<file path="config.mk">
export PLATFORM = sky130hd
export DESIGN_NAME = qmult_rr_sched
export DESIGN_NICKNAME = d
export VERILOG_FILES = /design/src/rtl/qmult_rr_sched.sv
export SDC_FILE = /design/constraint.sdc
export NUM_CORES = 1
export LEC_CHECK = 0
export CAP_MARGIN = 15
export CORE_ASPECT_RATIO = 1.25
export CORE_UTILIZATION = 45
export CTS_CLUSTER_DIAMETER = 40
export CTS_CLUSTER_SIZE = 25
export DETAILED_ROUTE_END_ITERATION = 10
export PLACE_DENSITY_LB_ADDON = 0.2
export SLEW_MARGIN = 20
export SYNTH_ARGS = -nofsm -noshare
export SYNTH_HDL_FRONTEND = slang
export SYNTH_SLANG_ARGS = --single-unit
</file>
<file path="constraint.sdc">
create_clock -name clk -period 3.4 [get_ports clk]
set_input_delay 0.68 -clock clk [delete_from_list [all_inputs] [get_ports clk]]
set_output_delay 0.68 -clock clk [all_outputs]
set_load 0.005 [all_outputs]
</file>
<file path="src/rtl/qmult_rr_sched.sv">
// Shared sequential sign-magnitude Q-format multiplier with a round-robin front end.
// One magnitude bit is consumed per cycle; results come back tagged with the owning requester.
module qmult_rr_sched #(
   parameter int Q    = 15,
   parameter int N    = 32,
   parameter int NREQ = 4,
   parameter int IW   = (NREQ > 1) ? $clog2(NREQ) : 1
) (
   input  logic              clk,
   input  logic              rst,
   input  logic [NREQ-1:0]   req_valid,
   output logic [NREQ-1:0]   req_ready,
   input  logic [NREQ*N-1:0] req_a,
   input  logic [NREQ*N-1:0] req_b,
   output logic              rsp_valid,
   input  logic              rsp_ready,
   output logic [IW-1:0]     rsp_id,
   output logic [N-1:0]      rsp_result,
   output logic              rsp_ovf
);
   localparam int MW = N - 1;
   localparam int AW = 2 * N - 2;
   localparam int CW = $clog2(N);

   typedef enum logic [1:0] {
      S_IDLE = 2'd0,
      S_MUL  = 2'd1,
      S_FIN  = 2'd2,
      S_DONE = 2'd3
   } state_t;

   state_t          state_q, state_d;
   logic [IW-1:0]   ptr_q, ptr_d;
   logic [CW-1:0]   cnt_q, cnt_d;
   logic [AW-1:0]   mcand_q, mcand_d;
   logic [MW-1:0]   mplier_q, mplier_d;
   logic [AW-1:0]   acc_q, acc_d;
   logic            sign_q, sign_d;
   logic [IW-1:0]   id_q, id_d;
   logic            rsp_valid_q, rsp_valid_d;
   logic [IW-1:0]   rsp_id_q, rsp_id_d;
   logic [N-1:0]    rsp_result_q, rsp_result_d;
   logic            rsp_ovf_q, rsp_ovf_d;

   logic            gnt_found_s;
   logic [IW-1:0]   gnt_idx_s;
   logic [IW-1:0]   cand_s;
   logic            hs_s;
   logic [N-1:0]    a_sel_s, b_sel_s;
   logic [N:0]      fin_s;

   // Truncate the product to Q format and saturate; returns {ovf, sign, magnitude}.
   function automatic logic [N:0] fin_round(input logic [AW-1:0] acc, input logic sign);
      logic [AW-1:0] shifted;
      logic [MW-1:0] mag;
      logic          ovf;
      shifted = acc >> Q;
      if (|shifted[AW-1:MW]) begin
         mag = {MW{1'b1}};
         ovf = 1'b1;
      end else begin
         mag = shifted[MW-1:0];
         ovf = 1'b0;
      end
      return {ovf, sign & (|mag), mag};
   endfunction

   // Round-robin search starting just after the last granted requester.
   always_comb begin
      gnt_found_s = 1'b0;
      gnt_idx_s   = {IW{1'b0}};
      cand_s      = {IW{1'b0}};
      for (int k = 1; k <= NREQ; k++) begin
         cand_s = IW'((int'(ptr_q) + k) % NREQ);
         if (!gnt_found_s && req_valid[cand_s]) begin
            gnt_found_s = 1'b1;
            gnt_idx_s   = cand_s;
         end else begin
            gnt_found_s = gnt_found_s;
         end
      end
   end

   // One-hot grant, only offered while idle.
   always_comb begin
      req_ready = {NREQ{1'b0}};
      if (state_q == S_IDLE && gnt_found_s) begin
         req_ready[gnt_idx_s] = 1'b1;
      end else begin
         req_ready = {NREQ{1'b0}};
      end
   end

   assign hs_s    = (state_q == S_IDLE) && gnt_found_s;
   assign a_sel_s = req_a[int'(gnt_idx_s) * N +: N];
   assign b_sel_s = req_b[int'(gnt_idx_s) * N +: N];
   assign fin_s   = fin_round(acc_q, sign_q);

   // Next-state and datapath update for the multiply sequence.
   always_comb begin
      state_d      = state_q;
      ptr_d        = ptr_q;
      cnt_d        = cnt_q;
      mcand_d      = mcand_q;
      mplier_d     = mplier_q;
      acc_d        = acc_q;
      sign_d       = sign_q;
      id_d         = id_q;
      rsp_valid_d  = rsp_valid_q;
      rsp_id_d     = rsp_id_q;
      rsp_result_d = rsp_result_q;
      rsp_ovf_d    = rsp_ovf_q;
      case (state_q)
         S_IDLE: begin
            if (hs_s) begin
               mcand_d  = {{(AW - MW){1'b0}}, a_sel_s[MW-1:0]};
               mplier_d = b_sel_s[MW-1:0];
               sign_d   = a_sel_s[N-1] ^ b_sel_s[N-1];
               id_d     = gnt_idx_s;
               ptr_d    = gnt_idx_s;
               cnt_d    = CW'(N - 1);
               acc_d    = {AW{1'b0}};
               state_d  = S_MUL;
            end else begin
               state_d = S_IDLE;
            end
         end
         S_MUL: begin
            if (mplier_q[0]) begin
               acc_d = acc_q + mcand_q;
            end else begin
               acc_d = acc_q;
            end
            mcand_d  = mcand_q << 1;
            mplier_d = mplier_q >> 1;
            cnt_d    = cnt_q - CW'(1);
            if (cnt_q == CW'(1)) begin
               state_d = S_FIN;
            end else begin
               state_d = S_MUL;
            end
         end
         S_FIN: begin
            rsp_valid_d  = 1'b1;
            rsp_id_d     = id_q;
            rsp_result_d = fin_s[N-1:0];
            rsp_ovf_d    = fin_s[N];
            state_d      = S_DONE;
         end
         S_DONE: begin
            if (rsp_ready) begin
               rsp_valid_d = 1'b0;
               state_d     = S_IDLE;
            end else begin
               state_d = S_DONE;
            end
         end
         default: begin
            state_d = S_IDLE;
         end
      endcase
   end

   // State registers; reset abandons any operation in flight.
   always_ff @(posedge clk) begin
      if (rst) begin
         state_q      <= S_IDLE;
         ptr_q        <= IW'(NREQ - 1);
         cnt_q        <= {CW{1'b0}};
         mcand_q      <= {AW{1'b0}};
         mplier_q     <= {MW{1'b0}};
         acc_q        <= {AW{1'b0}};
         sign_q       <= 1'b0;
         id_q         <= {IW{1'b0}};
         rsp_valid_q  <= 1'b0;
         rsp_id_q     <= {IW{1'b0}};
         rsp_result_q <= {N{1'b0}};
         rsp_ovf_q    <= 1'b0;
      end else begin
         state_q      <= state_d;
         ptr_q        <= ptr_d;
         cnt_q        <= cnt_d;
         mcand_q      <= mcand_d;
         mplier_q     <= mplier_d;
         acc_q        <= acc_d;
         sign_q       <= sign_d;
         id_q         <= id_d;
         rsp_valid_q  <= rsp_valid_d;
         rsp_id_q     <= rsp_id_d;
         rsp_result_q <= rsp_result_d;
         rsp_ovf_q    <= rsp_ovf_d;
      end
   end

   assign rsp_valid  = rsp_valid_q;
   assign rsp_id     = rsp_id_q;
   assign rsp_result = rsp_result_q;
   assign rsp_ovf    = rsp_ovf_q;

endmodule

</file>
==> key figures, run 1 <==
Yosys
  • Syn Nets: 1949
  • Main combinational cell family by area after synthesis: compound AO/OA/AOI/OAI gates
  • Mux contribution to synthesized area: 6.87%
  • Area leader, netlist: dfxtp_1
  • Top-count cell post-synth: dfxtp_1
  • Main synth FF type: dfxtp_1
  • Ranking of synthesized cells by area: dfxtp_1 31%, ha_1 6.0%, a21oi_1 5.4%, a211oi_1 5.1%, nor2_1 4.6%
  • Post-synthesis xor/xnor area fraction: 3.56%
  • Yosys cell types: 88
  • Register area share after synthesis: 31.1%
  • Post-Syn Area: 13000 um^2
  • Synth Area in Adders: 6.19%
  • Simple-gate portion of the synthesized area: 20.2%
  • Asr flop ratio synth: 0%
  • Top cell type's share of synthesized area: 31.1%
  • Mapped Cells: 1622
  • Yosys warns: 0
  • Flop and latch count out of synthesis: 203
  • Compound-Gate Fraction of Synth Area: 27.4%
  • Post-synth top cells: 203 x dfxtp_1, 161 x nor2_1, 141 x a21oi_1
  • Synthesized area per cell: 8.04 um^2
  • Post-synth EDFFs: 0

Drt
  • DRT Wirelength: 43900 um
  • Drt first pass iters: 5
  • ANT nets after route: 0
  • Number of remaining DRC errors: 0
  • DRT iter0 DRCs: 798
  • Avg WL per Cell: 19.3 um
  • Total number of vias: 13400
  • Vias per cell: 5.89

Clock tree
  • CTS tree: yes
  • CTS Buf Count: 29
  • Worst-path clk slew: 50 ps
  • Root Buffer: clkbuf_16
  • Clock Path Buffers: 3
  • Post-CTS Setup Inserts: 0
  • CTS H-tree lvls: 1
  • Clk Latency, worst-skew pair: 550 ps
  • Clk sink count: 203

Timing
  • Final setup viols: 0
  • Worst Slack Setup Final: 117 ps
  • RSZ-0062 raised after global routing: no
  • Final hold violation count: 0
  • Max Freq: 305 MHz
  • Final period utilization: 96.5%
  • Hold Slack: 454 ps
  • Slew Viols, Final: 0
  • Final TNS setup: 0 ps
  • Slew Limit Headroom: 36.6%
  • Worst Tran Pin Value: 951 ps
  • Skew final: 13.8 ps
  • Tmin final: 3280 ps

Die
  • # IOs: 303
  • Initial Utilization: 45.8%
  • Die ar.: 29700 um^2
  • Core box area: 28500 um^2
  • Placement Rows: 69
  • DIE HEIGHT: 192 um
  • Chip width: 154 um

Global routing
  • Global-route wire length before repair: 69600 um
  • Vias in the first global route: 13000
  • Initial antenna violation count: 10
  • Gr usage total: 29.5%
  • GRT met3 Usage: 4.69%
  • Largest net degree at the start of global routing: 118
  • Top Usage Layer GRT: met2
  • Met1 Resource Use GR: 34.4%
  • Met2 Usage GRT: 53.9%
  • Grt total ovfl: 0

Placed design
  • Worst slack, placed: 14.3 ps
  • IO Port Bufs: 302
  • Post-DP HPWL: 33500 um
  • DP Area: 16500 um^2
  • GP Congestion: 0.912

Power and ir drop
  • Total power: 7.86 mW
  • Worst VDD drop: 0.407 mV
  • P_leak: 6.58 nW
  • Pwr Density: 446 nW/um^2

Job
  • Max Cap Violations: 0

Layout
  • Area grow syn2layout: 34.9%
  • Final-stage net count: 2218
  • Layout cells sized above 1: 10.5%
  • Post-route cell area: 17600 um^2

Setup path
  • CP endpoint kind: primary output
  • WP data arrival: 2600 ps
  • Crit path launch type: input pin
  • Crit path max fanout: 6
  • Critical path class: input pin to primary output
  • Worst EP required: 2720 ps
  • Worst r2r path cells: 13

Outcome
  • Status: completed

Worst hold path
  • Worst min-delay path class: flop to flop
  • Hold Path Stages: 2
## per-stage QoR
stage,util [%],std cells
after global routing,61.8,2277
after global placement,58.0,2215
after CTS,61.7,2267
after floorplan,-,1622
final,61.8,2277
after detailed placement,58.0,2215
## final cells by class
class	count	area, um^2
tap	355	444
clock inverter	19	270
inverter	31	116
clock buffer	33	771
multi-input combinational	1268	8440
fill	2517	10900
antenna	10	25.0
timing repair buffer	358	3480
sequential	203	4060
## routing by layer
layer | wire, um | vias up
met1 | 18000 | 6304
met5 | 0 | -
met2 | 22100 | 444
met4 | 1240 | 0
met3 | 2490 | 74
li1 | - | 6593
## cell usage in the layout, fill, tap and decap left out, drive strengths merged, types with 8 or more instances in the layout
cell / n
nand2b: 12
buf: 57
nor4: 15
a31oi: 10
ha: 63
o21bai: 13
a22oi: 20
nand4: 16
clkdlybuf4s50: 301
nand3: 57
inv: 37
and3: 8
clkbuf: 33
nand2: 136
dfxtp: 203
a211oi: 92
a21o: 19
a21oi: 149
o21ai: 74
mux2: 44
nor2b: 50
and2: 10
xnor2: 32
diode: 10
a221oi: 42
nor2: 162
a222oi: 22
mux2i: 40
xor2: 21
or3: 8
nor3: 78
## worst paths after layout
kind	from	to	slack (ps)
worst max-delay path	req_valid[3]	req_ready[2]	120
worst min-delay path	rsp_result[31]	rsp_result[31]	450
worst max register to register	mcand_q[0]	acc_q[54]	170
worst min register to register	rsp_result[31]	rsp_result[31]	450
## flip-flops by register name, indices dropped and copies added, names as in the netlist, 2 cells and up
signal      flops
rsp_result     32
ptr_q           2
mplier_q       31
mcand_q        62
id_q            2
acc_q          62
state_q         2
cnt_q           5
rsp_id          2
## worst max-delay path: stages
cell and delay (ps):
clkdlybuf4s50_1 580, nor2_1 110, a211oi_1 270, buf_4 200
nand2_1 100, nor2_1 150, clkdlybuf4s50_1 520
## cells by family (layout without fill, tap and decap cells)
family	count (synthesis)	in the layout
AO/OA/AOI/OAI	505	505
XOR/XNOR	53	53
adder cells (fa/ha/maj)	64	64
buffers and inverters	151	441
flip-flops	203	203
multiplexers	84	84
other	0	10
AND/OR/NAND/NOR	562	562
## what timing repair did
action	4_1_cts	5_1_grt
setup endpoints to repair	0	2
hold buffers	0	0
resized for setup	0	2
## report_power, final
part           internal (mW)  switching (mW)  total (mW)
sequential              2.55           0.156        2.71
combinational          0.921            1.01        1.93
clock                   2.03            1.18        3.21
total                   5.50            2.35        7.86
No activity file was read; power rests on OpenSTA's default activity.
==> inputs of run 2 (changes only) <==
--- a/config.mk
+++ b/config.mk
@@ -5,12 +5,14 @@
 export SDC_FILE = /design/constraint.sdc
 export NUM_CORES = 1
 export LEC_CHECK = 0
+export ABC_AREA = 1
 export CAP_MARGIN = 15
 export CORE_ASPECT_RATIO = 1.25
-export CORE_UTILIZATION = 45
+export CORE_UTILIZATION = 30
 export CTS_CLUSTER_DIAMETER = 40
 export CTS_CLUSTER_SIZE = 25
 export DETAILED_ROUTE_END_ITERATION = 10
+export HOLD_SLACK_MARGIN = 0.05
 export PLACE_DENSITY_LB_ADDON = 0.2
 export SLEW_MARGIN = 20
 export SYNTH_ARGS = -nofsm -noshare
==> run 2 against run 1 <==
  * Sequential cell count did not move
  * Critical endpoint is now req_ready[3]
  * Cell count rose by 79%
  * Clock power grew 17%
==> key figures, run 2 <==
Clock tree
  • CTS H-tree lvls: 2 (was 1)
  • Post-CTS Setup Inserts: 0 (unchanged)
  • CTS tree: yes (unchanged)
  • Root Buffer: clkbuf_16 (unchanged)
  • Clk Latency, worst-skew pair: 530 ps (was 550 ps)
  • Clk sink count: 203 (unchanged)
  • Clock Path Buffers: 3 (unchanged)
  • CTS Buf Count: 34 (was 29)
  • Worst-path clk slew: 50 ps (about the same)

Job
  • Max Cap Violations: 0 (unchanged)

Setup path
  • Crit path launch type: input pin (unchanged)
  • CP endpoint kind: primary output (unchanged)
  • Crit path largest cell delay: 500 ps (was 580 ps)
  • Crit path top cell by count: nand2_2
  • Stages on worst setup path: 13 (was 7)
  • Crit path max fanout: 5 (was 6)
  • R2r setup slk: 760 ps (was 170 ps)
  • Critical path buffer and inverter count: 3 (unchanged)
  • Crit-path cells: clkdlybuf4s50_1, nand2_1, nand2_2, nand2_2, nand2_4, nor2_8, nand2_1, nand2_2, a21oi_4, nor2_2, inv_1, nor2_2, dlymetal6s2s_1 (was clkdlybuf4s50_1, nor2_1, a211oi_1, buf_4, nand2_1, nor2_1, clkdlybuf4s50_1)
  • Critical path class: input pin to primary output (unchanged)
  • Worst r2r path cells: 13 (unchanged)
  • WP data arrival: 2320 ps (was 2600 ps)
  • Reg2reg start: mcand_q[0] (unchanged)
  • Worst EP required: 2720 ps (about the same)
  • Critical Path Slowest Stage Cell: clkdlybuf4s50_1 (unchanged)
  • Delay-heaviest family, CP: buffers and inverters (unchanged)
  • Worst reg2reg path endpoint: acc_q[58] (was acc_q[54])

Timing
  • Final setup viols: 0 (unchanged)
  • Final hold violation count: 0 (unchanged)
  • RSZ-0062 raised after global routing: no (unchanged)
  • Slew Viols, Final: 0 (unchanged)
  • Slew Limit Headroom: 37.6% (was 36.6%)
  • Worst Tran Pin Value: 935 ps (was 951 ps)
  • Final period utilization: 88.3% (was 96.5%)
  • Max Freq: 333 MHz (was 305 MHz)
  • Skew final: 21.9 ps (was 13.8 ps)
  • Tmin final: 3000 ps (was 3280 ps)

Power and ir drop
  • Net Sw Frac: 47.4% (was 29.9%)
  • Internal: 7.99 mW (was 5.50 mW)
  • Pwr Density: 696 nW/um^2 (was 446 nW/um^2)
  • Clock network power share: 24.6% (was 40.9%)
  • Psw: 7.21 mW (was 2.35 mW)
  • Worst VDD drop: 1.17 mV (was 0.407 mV)
  • Comb pwr share: 54.9% (was 24.6%)
  • P_leak: 11.5 nW (was 6.58 nW)
  • Sequential share of power: 20.5% (was 34.5%)

Layout
  • Multi-input gate area: 9610 um^2 (was 8440 um^2)
  • Area grow syn2layout: 29.6% (was 34.9%)
  • Commonest non-fill, non-tap cell in the layout: nand2_1 (was clkdlybuf4s50_1)
  • Finished Core Util: 39.6% (was 61.8%)
  • Sequential cell area: 4070 um^2 (was 4060 um^2)
  • # diodes: 0 (was 10)
  • Fin cells: 4076 (was 2277)
  • Most frequent cells in the layout: 1042 x nand2_1, 682 x inv_1, 340 x nand3_1, 296 x clkdlybuf4s50_1, 236 x a21oi_1 (was 301 x clkdlybuf4s50_1, 203 x dfxtp_1, 158 x nor2_1, 139 x a21oi_1, 135 x nand2_1)
  • Filler Cell Count: 6212 (was 2517)
  • Final-stage net count: 3642 (was 2218)
  • Layout cells sized above 1: 4.85% (was 10.5%)

Global routing
  • Vias in the first global route: 18400 (was 13000)
  • Grt total ovfl: 0 (unchanged)
  • Gr usage total: 22.6% (was 29.5%)
  • Largest net degree at the start of global routing: 89 (was 118)
  • Initial antenna violation count: 1 (was 10)
  • Global-route wire length before repair: 99600 um (was 69600 um)

Outcome
  • Status: completed (unchanged)

Placed design
  • Post-DP HPWL: 51800 um (was 33500 um)
  • GP Congestion: 0.986 (was 0.912)
  • IO Port Bufs: 302 (unchanged)
  • Placed insts: 4014 (was 2215)

Drt
  • Total number of vias: 18800 (was 13400)
  • Vias per cell: 4.61 (was 5.89)
  • Drt first pass iters: 6 (was 5)
  • DRT Wirelength: 64400 um (was 43900 um)
  • Number of remaining DRC errors: 0 (unchanged)
  • DRT iter0 DRCs: 1045 (was 798)
  • ANT nets after route: 0 (unchanged)
  • Avg WL per Cell: 15.8 um (was 19.3 um)

Yosys
  • Area leader, netlist: dfxtp_1 (unchanged)
  • Asr flop ratio synth: 0% (unchanged)
  • Post-synth EDFFs: 0 (unchanged)
  • Top-count cell post-synth: nand2_1 (was dfxtp_1)
  • Synthesized area per cell: 5.52 um^2 (was 8.04 um^2)
  • Flop and latch count out of synthesis: 203 (unchanged)
  • Ranking of synthesized cells by area: dfxtp_1 24%, nand2_1 23%, inv_1 15%, nand3_1 10%, a21oi_1 7.0% (was dfxtp_1 31%, ha_1 6.0%, a21oi_1 5.4%, a211oi_1 5.1%, nor2_1 4.6%)
  • Register area share after synthesis: 24.1% (was 31.1%)
  • Post-Syn Area: 16800 um^2 (was 13000 um^2)
  • Syn Nets: 3378 (was 1949)
  • Yosys cell types: 41 (was 88)
  • Post-synth top cells: 1046 x nand2_1, 684 x inv_1, 340 x nand3_1 (was 203 x dfxtp_1, 161 x nor2_1, 141 x a21oi_1)
  • Top cell type's share of synthesized area: 24.1% (was 31.1%)
  • Yosys warns: 0 (unchanged)
  • Main synth FF type: dfxtp_1 (unchanged)
  • Mapped Cells: 3051 (was 1622)

Worst hold path
  • Hold Path Stages: 2 (unchanged)
  • WHS Endpoint: acc_q[4] (was rsp_result[31])
  • Worst min-delay path class: flop to flop (unchanged)
  • Start point of the worst hold path: acc_q[4] (was rsp_result[31])

Die
  • Initial Utilization: 30.5% (was 45.8%)
  • Die ar.: 57100 um^2 (was 29700 um^2)
  • # IOs: 303 (unchanged)
  • Core box area: 55100 um^2 (was 28500 um^2)
  • DIE HEIGHT: 267 um (was 192 um)
  • Placement Rows: 96 (was 69)
  • Chip width: 214 um (was 154 um)
-- run 2: worst max-delay path by stage --
stage | from | endpoint | slack, ps
after floorplan | req_valid[0] | req_ready[2] | 840
after global placement | req_valid[0] | req_ready[0] | -110
after detailed placement | req_valid[0] | req_ready[0] | -60
after CTS | req_valid[0] | req_ready[0] | 0.2
after global routing | req_valid[0] | req_ready[2] | 270
final | req_valid[0] | req_ready[3] | 400
-- run 2: worst reg2reg max path, delay by kind of cell, from the launching register on --
kind | cells | cell delay [ps]
adders and majority gates | 2 | 680
and+or+nand+nor | 8 | 1120
buffers and inverters | 2 | 210
DFF | 1 | 420
AOI/OAI and AO/OA | 1 | 60
-- run 2: what timing repair did --
| action | 4_1_cts | 5_1_grt |
|---|---|---|
| cloned | 0 | 0 |
| pin swaps | 1 | 4 |
| hold buffers | 0 | 0 |
| endpoints found under the setup margin | 4 | 4 |
| gates resized for setup | 5 | 14 |
-- run 2: kinds of logic after synthesis --
group	Yosys count	synth area share (%)
compound gates	354	11.2
xor+xnor	12	0.624
buf+inv	808	19.0
simple gates	1610	40.2
fa+ha+maj	64	4.80
flops	203	24.1
-- run 2: routing by layer --
metal | share of wire [%] | GRT usage (%) | vias up
met5 | 0.022 | 0 | -
met1 | 41 | 26.1 | 8286
met2 | 49 | 39.8 | 485
met4 | 4.7 | 10.3 | 2
met3 | 5.3 | 4.15 | 132
li1 | - | - | 9881
-- run 2: through the flow --
step | power [mW] | setup TNS, ps | hold slack, ps | worst slack (ps) | instance area (um^2)
final | 15.2 | 0 | 469 | 398 | 21800
after global routing | 16.5 | 0 | 481 | 266 | 21800
after CTS | 15.3 | 0 | 468 | 0.207 | 21800
after detailed placement | 11.5 | -114 | 460 | -56.7 | 20500
after global placement | 11.5 | -272 | 455 | -109 | 20500
after floorplan | 9.07 | 0 | 444 | 844 | 16800
-- run 2: final cells by class --
type,instances,share of cell area (%)
Sequential cell,203,18.6
Multi-Input combinational cell,2040,44.1
Timing Repair Buffer,344,15.5
Inverter,692,11.9
Tap cell,735,4.21
Clock buffer,39,4.17
Clock inverter,23,1.46
-- run 2: power by group through the flow --
| stage | combinational [mW] | sequential [mW] | clock [mW] |
|---|---|---|---|
| final | 8.35 | 3.11 | 3.74 |
| after floorplan | 6.06 | 3.02 | 0 |
| after CTS | 8.41 | 3.11 | 3.81 |
| after global placement | 8.35 | 3.16 | 0 |
| after detailed placement | 8.35 | 3.16 | 0 |
| after global routing | 9.41 | 3.16 | 3.91 |
